`config.mk`:
```
export PLATFORM = sky130hd
export DESIGN_NAME = spi_master_param
export DESIGN_NICKNAME = d
export VERILOG_FILES = /design/src/rtl/spi_master_param.sv
export SDC_FILE = /design/constraint.sdc
export NUM_CORES = 1
export LEC_CHECK = 0
export CORE_MARGIN = 2
export CORE_UTILIZATION = 53
export DETAILED_ROUTE_END_ITERATION = 16
export PLACE_DENSITY = 0.82
export SETUP_SLACK_MARGIN = 0.3
export SYNTH_ARGS = -nofsm -noshare
export SYNTH_HDL_FRONTEND = slang
export SYNTH_SLANG_ARGS = --single-unit
```
`constraint.sdc`:
```
create_clock -name clk -period 2.2 [get_ports clk]
set_input_delay 0.44 -clock clk [delete_from_list [all_inputs] [get_ports clk]]
set_output_delay 0.44 -clock clk [all_outputs]
set_load 0.02 [all_outputs]
```
`src/rtl/spi_master_param.sv`:
```
// spi_master_param: SPI master with run-time CPOL/CPHA, SCLK divider,
// DATA_W-bit MSB-first frames and one-hot chip selects with optional hold.
module spi_master_param #(
  parameter int DATA_W = 8,
  parameter int NUM_CS = 1,
  parameter int DIV_W = 8,
  localparam int CSW = (NUM_CS > 1) ? $clog2(NUM_CS) : 1
) (
  input  logic              clk,
  input  logic              reset,
  input  logic              tx_valid,
  output logic              tx_ready,
  input  logic [DATA_W-1:0] tx_data,
  input  logic [CSW-1:0]    cs_sel,
  input  logic              cpol,
  input  logic              cpha,
  input  logic [DIV_W-1:0]  clk_div,
  input  logic              hold_cs,
  output logic              rx_valid,
  output logic [DATA_W-1:0] rx_data,
  output logic              busy,
  output logic              spi_sclk,
  output logic              spi_mosi,
  input  logic              spi_miso,
  output logic [NUM_CS-1:0] spi_cs_n
);

  localparam int EW = $clog2(2 * DATA_W);
  localparam logic [EW-1:0] LAST_E = EW'(2 * DATA_W - 1);

  typedef enum logic [1:0] {
    S_IDLE,
    S_SETUP,
    S_SHIFT,
    S_HOLD
  } state_t;

  state_t              state_q, state_d;
  logic [DIV_W-1:0]    cnt_q, cnt_d;
  logic [EW-1:0]       edg_q, edg_d;
  logic [DIV_W-1:0]    div_q, div_d;
  logic                cpol_q, cpol_d;
  logic                cpha_q, cpha_d;
  logic                hold_q, hold_d;
  logic [DATA_W-1:0]   tx_sr_q, tx_sr_d;
  logic [DATA_W-1:0]   rx_sr_q, rx_sr_d;

  logic                tx_ready_d;
  logic                busy_d;
  logic                rx_valid_d;
  logic [DATA_W-1:0]   rx_data_d;
  logic                sclk_d;
  logic                mosi_d;
  logic [NUM_CS-1:0]   cs_n_d;

  logic half_done;
  logic last_edge;

  assign half_done = (cnt_q == div_q);
  assign last_edge = (edg_q == LAST_E);

  function automatic logic [NUM_CS-1:0] cs_decode(
    input logic [CSW-1:0] sel
  );
    logic [NUM_CS-1:0] v;
    v = '1;
    for (int i = 0; i < NUM_CS; i++) begin
      if (sel == CSW'(i)) v[i] = 1'b0;
    end
    return v;
  endfunction

  // State and datapath registers; every output is a flop.
  always_ff @(posedge clk) begin
    if (reset) begin
      state_q  <= S_IDLE;
      cnt_q    <= '0;
      edg_q    <= '0;
      div_q    <= '0;
      cpol_q   <= 1'b0;
      cpha_q   <= 1'b0;
      hold_q   <= 1'b0;
      tx_sr_q  <= '0;
      rx_sr_q  <= '0;
      tx_ready <= 1'b1;
      busy     <= 1'b0;
      rx_valid <= 1'b0;
      rx_data  <= '0;
      spi_sclk <= 1'b0;
      spi_mosi <= 1'b0;
      spi_cs_n <= '1;
    end else begin
      state_q  <= state_d;
      cnt_q    <= cnt_d;
      edg_q    <= edg_d;
      div_q    <= div_d;
      cpol_q   <= cpol_d;
      cpha_q   <= cpha_d;
      hold_q   <= hold_d;
      tx_sr_q  <= tx_sr_d;
      rx_sr_q  <= rx_sr_d;
      tx_ready <= tx_ready_d;
      busy     <= busy_d;
      rx_valid <= rx_valid_d;
      rx_data  <= rx_data_d;
      spi_sclk <= sclk_d;
      spi_mosi <= mosi_d;
      spi_cs_n <= cs_n_d;
    end
  end

  // Next state: each non-idle state lasts whole half-periods.
  always_comb begin
    state_d = state_q;
    unique case (state_q)
      S_IDLE:  if (tx_valid) state_d = S_SETUP;
      S_SETUP: if (half_done) state_d = S_SHIFT;
      S_SHIFT: if (half_done && last_edge) state_d = S_HOLD;
      S_HOLD:  if (half_done) state_d = S_IDLE;
      default: state_d = S_IDLE;
    endcase
  end

  // Next values of outputs, shift registers and half-period timers.
  always_comb begin
    cnt_d      = half_done ? '0 : cnt_q + 1'b1;
    edg_d      = edg_q;
    div_d      = div_q;
    cpol_d     = cpol_q;
    cpha_d     = cpha_q;
    hold_d     = hold_q;
    tx_sr_d    = tx_sr_q;
    rx_sr_d    = rx_sr_q;
    rx_valid_d = 1'b0;
    rx_data_d  = rx_data;
    sclk_d     = spi_sclk;
    mosi_d     = spi_mosi;
    cs_n_d     = spi_cs_n;
    unique case (state_q)
      S_IDLE: begin
        cnt_d = '0;
        edg_d = '0;
        if (tx_valid) begin
          div_d   = clk_div;
          cpol_d  = cpol;
          cpha_d  = cpha;
          hold_d  = hold_cs;
          tx_sr_d = tx_data;
          rx_sr_d = '0;
          sclk_d  = cpol;
          mosi_d  = tx_data[DATA_W-1];
          cs_n_d  = cs_decode(cs_sel);
        end
      end
      S_SETUP: begin
      end
      S_SHIFT: begin
        if (half_done) begin
          edg_d  = edg_q + 1'b1;
          sclk_d = ~spi_sclk;
          // edg_q even means this is a leading edge
          if (edg_q[0] == cpha_q) begin
            rx_sr_d = {rx_sr_q[DATA_W-2:0], spi_miso};
          end else if (cpha_q) begin
            mosi_d  = tx_sr_q[DATA_W-1];
            tx_sr_d = tx_sr_q << 1;
          end else if (!last_edge) begin
            mosi_d  = tx_sr_q[DATA_W-2];
            tx_sr_d = tx_sr_q << 1;
          end
        end
      end
      S_HOLD: begin
        if (half_done) begin
          rx_valid_d = 1'b1;
          rx_data_d  = rx_sr_q;
          mosi_d     = 1'b0;
          if (!hold_q) cs_n_d = '1;
        end
      end
      default: begin
      end
    endcase
    tx_ready_d = (state_d == S_IDLE);
    busy_d     = (state_d != S_IDLE);
  end

endmodule

```
**Yosys cells after proc, flatten, opt, wreduce, memory -nomap -nowiden**

Index checks and enable logic that the tools add are counted.

- Add/sub/neg operators: 2
- Bitwise gates (word level): 2
- Equality and inequality tests: 13
- Reductions and logical operators: 17
- Muxes and demuxes: 33

Operators with widths:

| operator | count |
|---|---|
| 2-to-1 mux 8 bit | 8 |
| case mux 8 bit (2 select lines) | 2 |
| 2-to-1 mux 1 bit | 13 |
| inequality test 2 bit, second input constant | 6 |
| adder 8 x 1 -> 8 bit, second input constant | 1 |
| equality test 8 bit | 1 |
| 2-to-1 mux 2 bit | 4 |
| case mux 2 bit (4 select lines) | 1 |
| case mux 4 bit (2 select lines) | 1 |
| AND reduction 4 bit | 2 |
| AND reduction 2 bit | 3 |
| AND reduction 6 bit | 1 |
| nonzero test 2 bit | 3 |
| AND reduction 5 bit | 1 |
| adder 4 x 1 -> 4 bit, second input constant | 1 |
| equality test 2 bit, second input constant | 2 |
| equality test 4 bit, second input constant | 1 |
| zero test 2 bit | 2 |
| 2-to-1 mux 4 bit | 1 |
| case mux 1 bit (2 select lines) | 2 |
| inequality test 3 bit, second input constant | 1 |
| case mux 1 bit (3 select lines) | 1 |
| AND reduction 3 bit | 1 |
| nonzero test 3 bit | 1 |
| other kinds (6) | 7 |

- Bits of input ports: 24
- Output and inout port bits: 14
- Word-level logic and storage cells: 82
- Register bits after elaboration: 54

**Longest topological paths before layout**

Gate-level depths: netlist of the first run.

- Depth in word-level cells: 6
- Depth in mapped cells: 7
- Gate-level depth less buffers: 5

**Worst setup path after synthesis of the first run**

Ideal clock, no wire load.

- Kind: reg-to-reg
- From: reg cnt_q[6]
- To: reg rx_sr_q[0]
- Data arrival time: 1736 ps
- Cell stages (with the launch flop): 7
- Library setup time: 121 ps
- Path slack: 343 ps
- Path through: dfxtp_1 > xor2_1 > nor4_4 > nand3_2 > nor2b_1 > buf_4 > mux2_2

- Longest elaborated chain between the ends: 3

RTL lines:

| what | RTL line | RTL |
|---|---|---|
| start: declaration | 39 | `logic [DIV_W-1:0] cnt_q, cnt_d;` |
| start signal: assignment | 94 | `cnt_q <= cnt_d;` |
| equality test 8 bit | 59 | `assign half_done = (cnt_q == div_q);` |
| inequality test 2 bit (no line) | - |  |
| AND reduction 4 bit (no line) | - |  |
| end signal: assignment | 101 | `rx_sr_q <= rx_sr_d;` |
| end: declaration | 46 | `logic [DATA_W-1:0] rx_sr_q, rx_sr_d;` |

No other way between the ends.
A chain may end at the register's enable or synchronous reset.

**Worst setup path after layout of the first run**

- From: reg cnt_q[6]
- To: reg edg_q[3]

- Longest elaborated chain between the ends: 3

RTL lines:

| what | RTL line | RTL |
|---|---|---|
| equality test 8 bit | 59 |  |
| inequality test 2 bit (no line) | - |  |
| AND reduction 2 bit (no line) | - |  |
| end signal: assignment | 95 | `edg_q <= edg_d;` |
| end: declaration | 40 | `logic [EW-1:0] edg_q, edg_d;` |

No other way between the ends.

==> metrics.txt, run 1 <==
final setup margin 360 ps; Via density 5.59; Slew @ Worst Pin 417 ps; synthesized area 2400 um^2; first drt pass iteration count 4; commonest cells in the netlist 54 x dfxtp_1, 35 x nand2_1, 29 x nor2_1; post-route ant nets 0; main flop type after synthesis dfxtp_1; Fillers 355; Post-Synth Adder-Cell Area 1.04%; Min Hold Slack 479 ps; unrepaired setup endpoints after global routing false; Tot Pwr 2.18 mW; post-synth top area share 45.1%; worst path required time 2430 ps; Synth Area per Inst 8.97 um^2; Post-Syn Instances 267; most common cell in the synthesized netlist dfxtp_1; worst-path fanout max 6; Post-DP Area 2810 um^2; Synth Area in Simple Gates 24.8%; reg2reg start cnt_q[6]; Seq/Total Area, Yosys 45.1%; syn_nets 293; Post-Route WL 5.16 mm; GP Congestion 0.832; global route overflow 0; clock latency on the worst-skew pair 300 ps; XOR/XNOR share of the synthesized area 5.48%; clk sinks 54; Rel. slew slack 72.1%; status completed; 1st-iter DRT viols 159; fmax 544 MHz; antenna diode count 0; Arr. time, crit path 2070 ps; Max Slew Vio Count 0; WL per Instance 14.3 um; Tot GR Track Use 21.2%; H-Tree Depth 2; slowest CP cell or4_1; EDFF count, synth 0; FF-to-FF setup slack 360 ps; dpl cells 350; compound-cell area share of the yosys netlist 11.4%; port buffer count 37; Hold Fails Final Rpt 0; Post-synth ARST share 0%; worst hold-check path type reg -> reg; clock skew 5.45 ps; Yosys top cell by area dfxtp_1; pin count of the biggest net entering global routing 50; first-pass GRT wire length 8.56 mm; Yosys reg bits 54; Crit Path Class reg -> reg; I/O pins 38; Tmin final 1840 ps; CTS tree built; main area contributors after synthesis dfxtp_1 45%, mux2i_1 6.7%, nand2_1 5.5%, xor2_1 4.8%, nor2_1 4.5%; die height 71.2 um; Root Driver clkbuf_8; Max stage delay on crit path 480 ps; mux contribution to synthesized area 8.09%; Vias 2017; Max Cap Viol 0; CTS Buf Count 5; utilization of the core after routing 68.0%; TNS Setup 0 ps; area grow syn2layout 23.7%; Die Wd 71.2 um; Core Box Area 4350 um^2; NumNets Final 334; hold_buf cts 0; antenna violations before repair 0; largest family of logic cells by synthesized area simple AND/OR/NAND/NOR gates; vias in the first global route 1843; row cnt 24; worst vdd ir 363 uV; Worst setup SP type flop; Residual DRC 0; final instance area 2960 um^2; HP Start div_q[7]; critical path cell sequence xor2_1 > nor4_4 > nand2_2 > or4_1 > a31oi_1; setup slack at placement 332 ps; HPWL after detailed placement 3.48 mm; pwr/cell area 735 nW/um^2; CP Launch Point cnt_q[6]; layout cells sized above 1 10.7%; Non-Filler Instances 361; Period Utilization, post-route 83.6%; synth warn 0; Lkg Pwr 1.15 nW; CP Capture Type flop; Clk pin slew, worst setup/hold paths 90 ps; clk buf depth 2; Initial Util 55.0%; Setup Viol. Count Final 0; Synth cell types 45; die area 5070 um^2
-- worst max-delay path, delay by kind of cell, from the launching register on --
kind | cells | cell delay (ps)
AND/OR/NAND/NOR | 3 | 1080
flip-flops | 1 | 340
XOR/XNOR | 1 | 170
AO/OA/AOI/OAI | 1 | 170
-- power by group --
group / internal [mW] / total (mW) / switching [mW] / leakage (nW)
Sequential: 1.03 / 1.07 / 0.0388 / 0.440
Combinational: 0.207 / 0.461 / 0.254 / 0.656
Clock: 0.341 / 0.645 / 0.304 / 0.0524
Total: 1.58 / 2.18 / 0.596 / 1.15
-- path summary, 6_finish.rpt --
check / to / depth (start not counted)
setup / recovery: edg_q[3] / 5
hold / removal: div_q[7] / 2
setup reg to reg: edg_q[3] / 5
hold reg to reg: div_q[7] / 2
-- state kept, by name (all words and copies together), names as in the netlist --
signal and count:
spi_sclk 1, rx_valid 1, spi_mosi 1, rx_data 8
cpha_q 1, tx_ready 1, cnt_q 8, spi_cs_n 1
edg_q 4, busy 1, hold_q 1, tx_sr_q 8
div_q 8, rx_sr_q 8, state_q 2
-- cell type report --
| class | instances | area [um^2] | share of cell area (%) |
|---|---|---|---|
| repair buffers | 48 | 465 | 15.7 |
| multi-input cells | 197 | 1240 | 41.7 |
| well taps | 52 | 65.1 | 2.20 |
| flip-flops and latches | 54 | 1080 | 36.5 |
| clock buffers | 7 | 76.3 | 2.58 |
| clock inverters | 1 | 30.0 | 1.01 |
| inverters | 2 | 7.51 | 0.253 |
-- layout by cell type, fill, tap and decap left out, types with 2 or more instances in the layout --
cell type,n
nor2_1,28
and3_2,2
and2_1,2
mux2_2,3
ha_1,2
dfxtp_1,53
a31oi_1,10
xnor2_1,2
mux2i_1,16
buf_4,10
a211oi_1,2
nor4_4,2
clkbuf_1,2
inv_1,2
o21ai_0,3
clkbuf_8,5
clkdlybuf4s50_1,37
a22oi_1,8
nand2_1,35
a21oi_1,14
a221oi_1,2
xor2_1,13
nand2b_1,13
nor3_1,4
nand3_1,15
-- cells by family (layout without fill, tap and decap cells) --
group	Yosys count	in the layout
AOI/OAI and AO/OA	43	43
xor gates and xnor gates	15	15
adders and majority gates	2	2
buffers and inverters	16	58
DFF	54	54
muxes	19	19
and+or+nand+nor	118	118
-- repair_timing --
item | CTS | global route
endpoints found under the setup margin | 0 | 13
resized for setup | 0 | 5
setup buffers | 0 | 3
-- routing by layer --
| layer | routed length (um) | track usage [%] |
|---|---|---|
| met5 | 0 | 0 |
| met4 | 51 | 7.76 |
| met2 | 2500 | 33.1 |
| met1 | 2290 | 28.4 |
| met3 | 319 | 5.49 |
(Power assumes the default switching activity.)
==> inputs of run 2 (changes only) <==
--- a/config.mk
+++ b/config.mk
@@ -6,9 +6,9 @@
 export NUM_CORES = 1
 export LEC_CHECK = 0
 export CORE_MARGIN = 2
-export CORE_UTILIZATION = 53
+export CORE_UTILIZATION = 48
 export DETAILED_ROUTE_END_ITERATION = 16
-export PLACE_DENSITY = 0.82
+export PLACE_DENSITY = 0.78
 export SETUP_SLACK_MARGIN = 0.3
 export SYNTH_ARGS = -nofsm -noshare
 export SYNTH_HDL_FRONTEND = slang
==> constraint.sdc (replaced) <==
create_clock -name clk -period 1.69 [get_ports clk]
set_input_delay 0.338 -clock clk [delete_from_list [all_inputs] [get_ports clk]]
set_output_delay 0.338 -clock clk [all_outputs]
set_load 0.02 [all_outputs]
==> metrics.txt, run 2 (synthesis results as in run 1) <==
Lkg Pwr 1.35 nW (+18%); clk sinks 54 (unchanged); final setup margin -18.5 ps (-379 ps); Max stage delay on crit path 420 ps (-60 ps); most frequent cells in the layout 49 x dfxtp_1, 33 x nand2_1, 28 x nor2_1; utilization of the core after routing 70.9% (+2.8 points); Max Slew Vio Count 0 (unchanged); hold_buf cts 0 (unchanged); Worst R2R End edg_q[3]; area grow syn2layout 40.6%; area of the multi-input gates 1400 um^2 (+13%); Min Hold Slack 476 ps (-3.28 ps); antenna violations before repair 0 (unchanged); WL per Instance 15.0 um (+5.0%); CTS tree built; Tot Pwr 3.00 mW (+38%); CTS Buf Count 5 (unchanged); worst-path fanout max 5 (-1); Worst setup SP type flop; CP Launch Point div_q[6]; antenna diode count 0 (unchanged); Initial Util 50.4% (-4.6 points); unrepaired setup endpoints after global routing true; FF-to-FF setup slack -20 ps (-380 ps); CP Capture Type flop; worst path required time 1930 ps (-500 ps); Reg2Reg Depth 6 (+1); Max Cap Viol 0 (unchanged); vias in the first global route 2026 (+9.9%); Clk pin slew, worst setup/hold paths 100 ps (about the same); Rel. slew slack 71.2% (-0.90 points); Setup Viol. Count Final 1 (+1); Vias 2176 (+7.9%); Hold Fails Final Rpt 0 (unchanged); pin count of the biggest net entering global routing 26 (-48%); critical path cell sequence xor2_2 > nor4_4 > buf_4 > nand2_4 > or4_1 > a31oi_1; Slew @ Worst Pin 431 ps (+13.3 ps); first drt pass iteration count 4 (unchanged); Residual DRC 0 (unchanged); dpl cells 388 (+11%); Critical Path End edg_q[3]; worst vdd ir 773 uV (+110%); Tot GR Track Use 22.9% (+1.7 points); H-Tree Depth 2 (unchanged); Non-Filler Instances 402 (+11%); Root Driver clkbuf_8; die height 74.7 um (+4.8%); Period Utilization, post-route 101% (+17 points); HPWL after detailed placement 3.92 mm (+12%); GP Congestion 0.915 (+9.9%); die area 5570 um^2 (+9.8%); Post-DP Area 3030 um^2 (+7.7%); Via density 5.41 (-3.1%); failing checks setup timing; worst hold-check path type reg -> reg; row cnt 25 (+4.2%); reg2reg start div_q[6]; port buffer count 37 (unchanged); Seq. cell area 1090 um^2 (+0.69%); pwr/cell area 891 nW/um^2 (+21%); first-pass GRT wire length 9.63 mm (+13%); Crit Path Class reg -> reg; clock skew 15.0 ps (+9.56 ps); Tmin final 1710 ps (-131 ps); fmax 585 MHz (+7.7%); Post-Route WL 6.03 mm (+17%); NumNets Final 360 (+7.8%); most common library cell in the layout ignoring fill and taps dfxtp_1; status complete, but fails checks; 1st-iter DRT viols 271 (+70%); I/O pins 38 (unchanged); final instance area 3370 um^2 (+14%); Core Box Area 4750 um^2 (+9.2%); Fillers 360 (+1.4%); layout cells sized above 1 25.7% (+15 points); Arr. time, crit path 1950 ps (-120 ps); Die Wd 74.7 um (+4.8%); post-route ant nets 0 (unchanged); clk buf depth 2 (unchanged); slowest CP cell or4_1; clock latency on the worst-skew pair 320 ps (+20 ps); global route overflow 0 (unchanged)
-- run 2: repair_timing --
action / CTS / global route
gates resized for setup: 48 / 23
buffers inserted: 5 / 1
pin swaps: 9 / 6
setup endpoints to repair: 66 / 56
-- run 2: final cells by class --
cell class	count	area share, %
Multi-Input combinational cell	197	41.5
Sequential cell	54	32.3
Timing Repair Buffer	74	20.7
Tap cell	67	2.49
Clock buffer	5	2.04
Clock inverter	3	0.743
Inverter	2	0.223
-- run 2: through the flow --
step	setup slack (ps)	TNS (ps)
2_1_floorplan	-167	-167
3_3_place_gp	-12.3	-19.9
3_5_place_dp	-82.5	-625
4_1_cts	26.2	0
5_1_grt	-73.6	-487
6_report	-18.5	-18.5
-- run 2: layer usage --
| metal | global-route usage (%) | up-vias | share of wire [%] |
|---|---|---|---|
| met5 | 0 | - | 0 |
| met4 | 7.54 | 0 | 1.8 |
| met3 | 3.88 | 10 | 4.5 |
| met2 | 39.8 | 70 | 50 |
| met1 | 29.1 | 1034 | 43 |
| li1 | - | 1062 | - |
-- run 2: worst min path at each step --
stage                       endpoint       start  slack [ps]  depth (start not counted)
after floorplan             spi_cs_n      hold_q         420                          1
after global placement      div_q[0]    div_q[0]         460                          2
after detailed placement    div_q[0]    div_q[0]         460                          2
after CTS                 tx_sr_q[1]  tx_sr_q[0]         480                          2
after global routing        div_q[6]    div_q[6]         510                          2
final                     tx_sr_q[1]  tx_sr_q[0]         480                          2
-- run 2: report_power, final --
part	switching (mW)	internal (mW)
clock network	0.458	0.300
registers	0.0593	1.34
logic	0.415	0.426
-- run 2: critical path: cells and delay by family, from the launching register on --
kind	cells	cell delay (ps)
flip-flops	1	340
buffers and inverters	1	180
XOR/XNOR	1	180
AO/OA/AOI/OAI	1	170
AND/OR/NAND/NOR	3	770
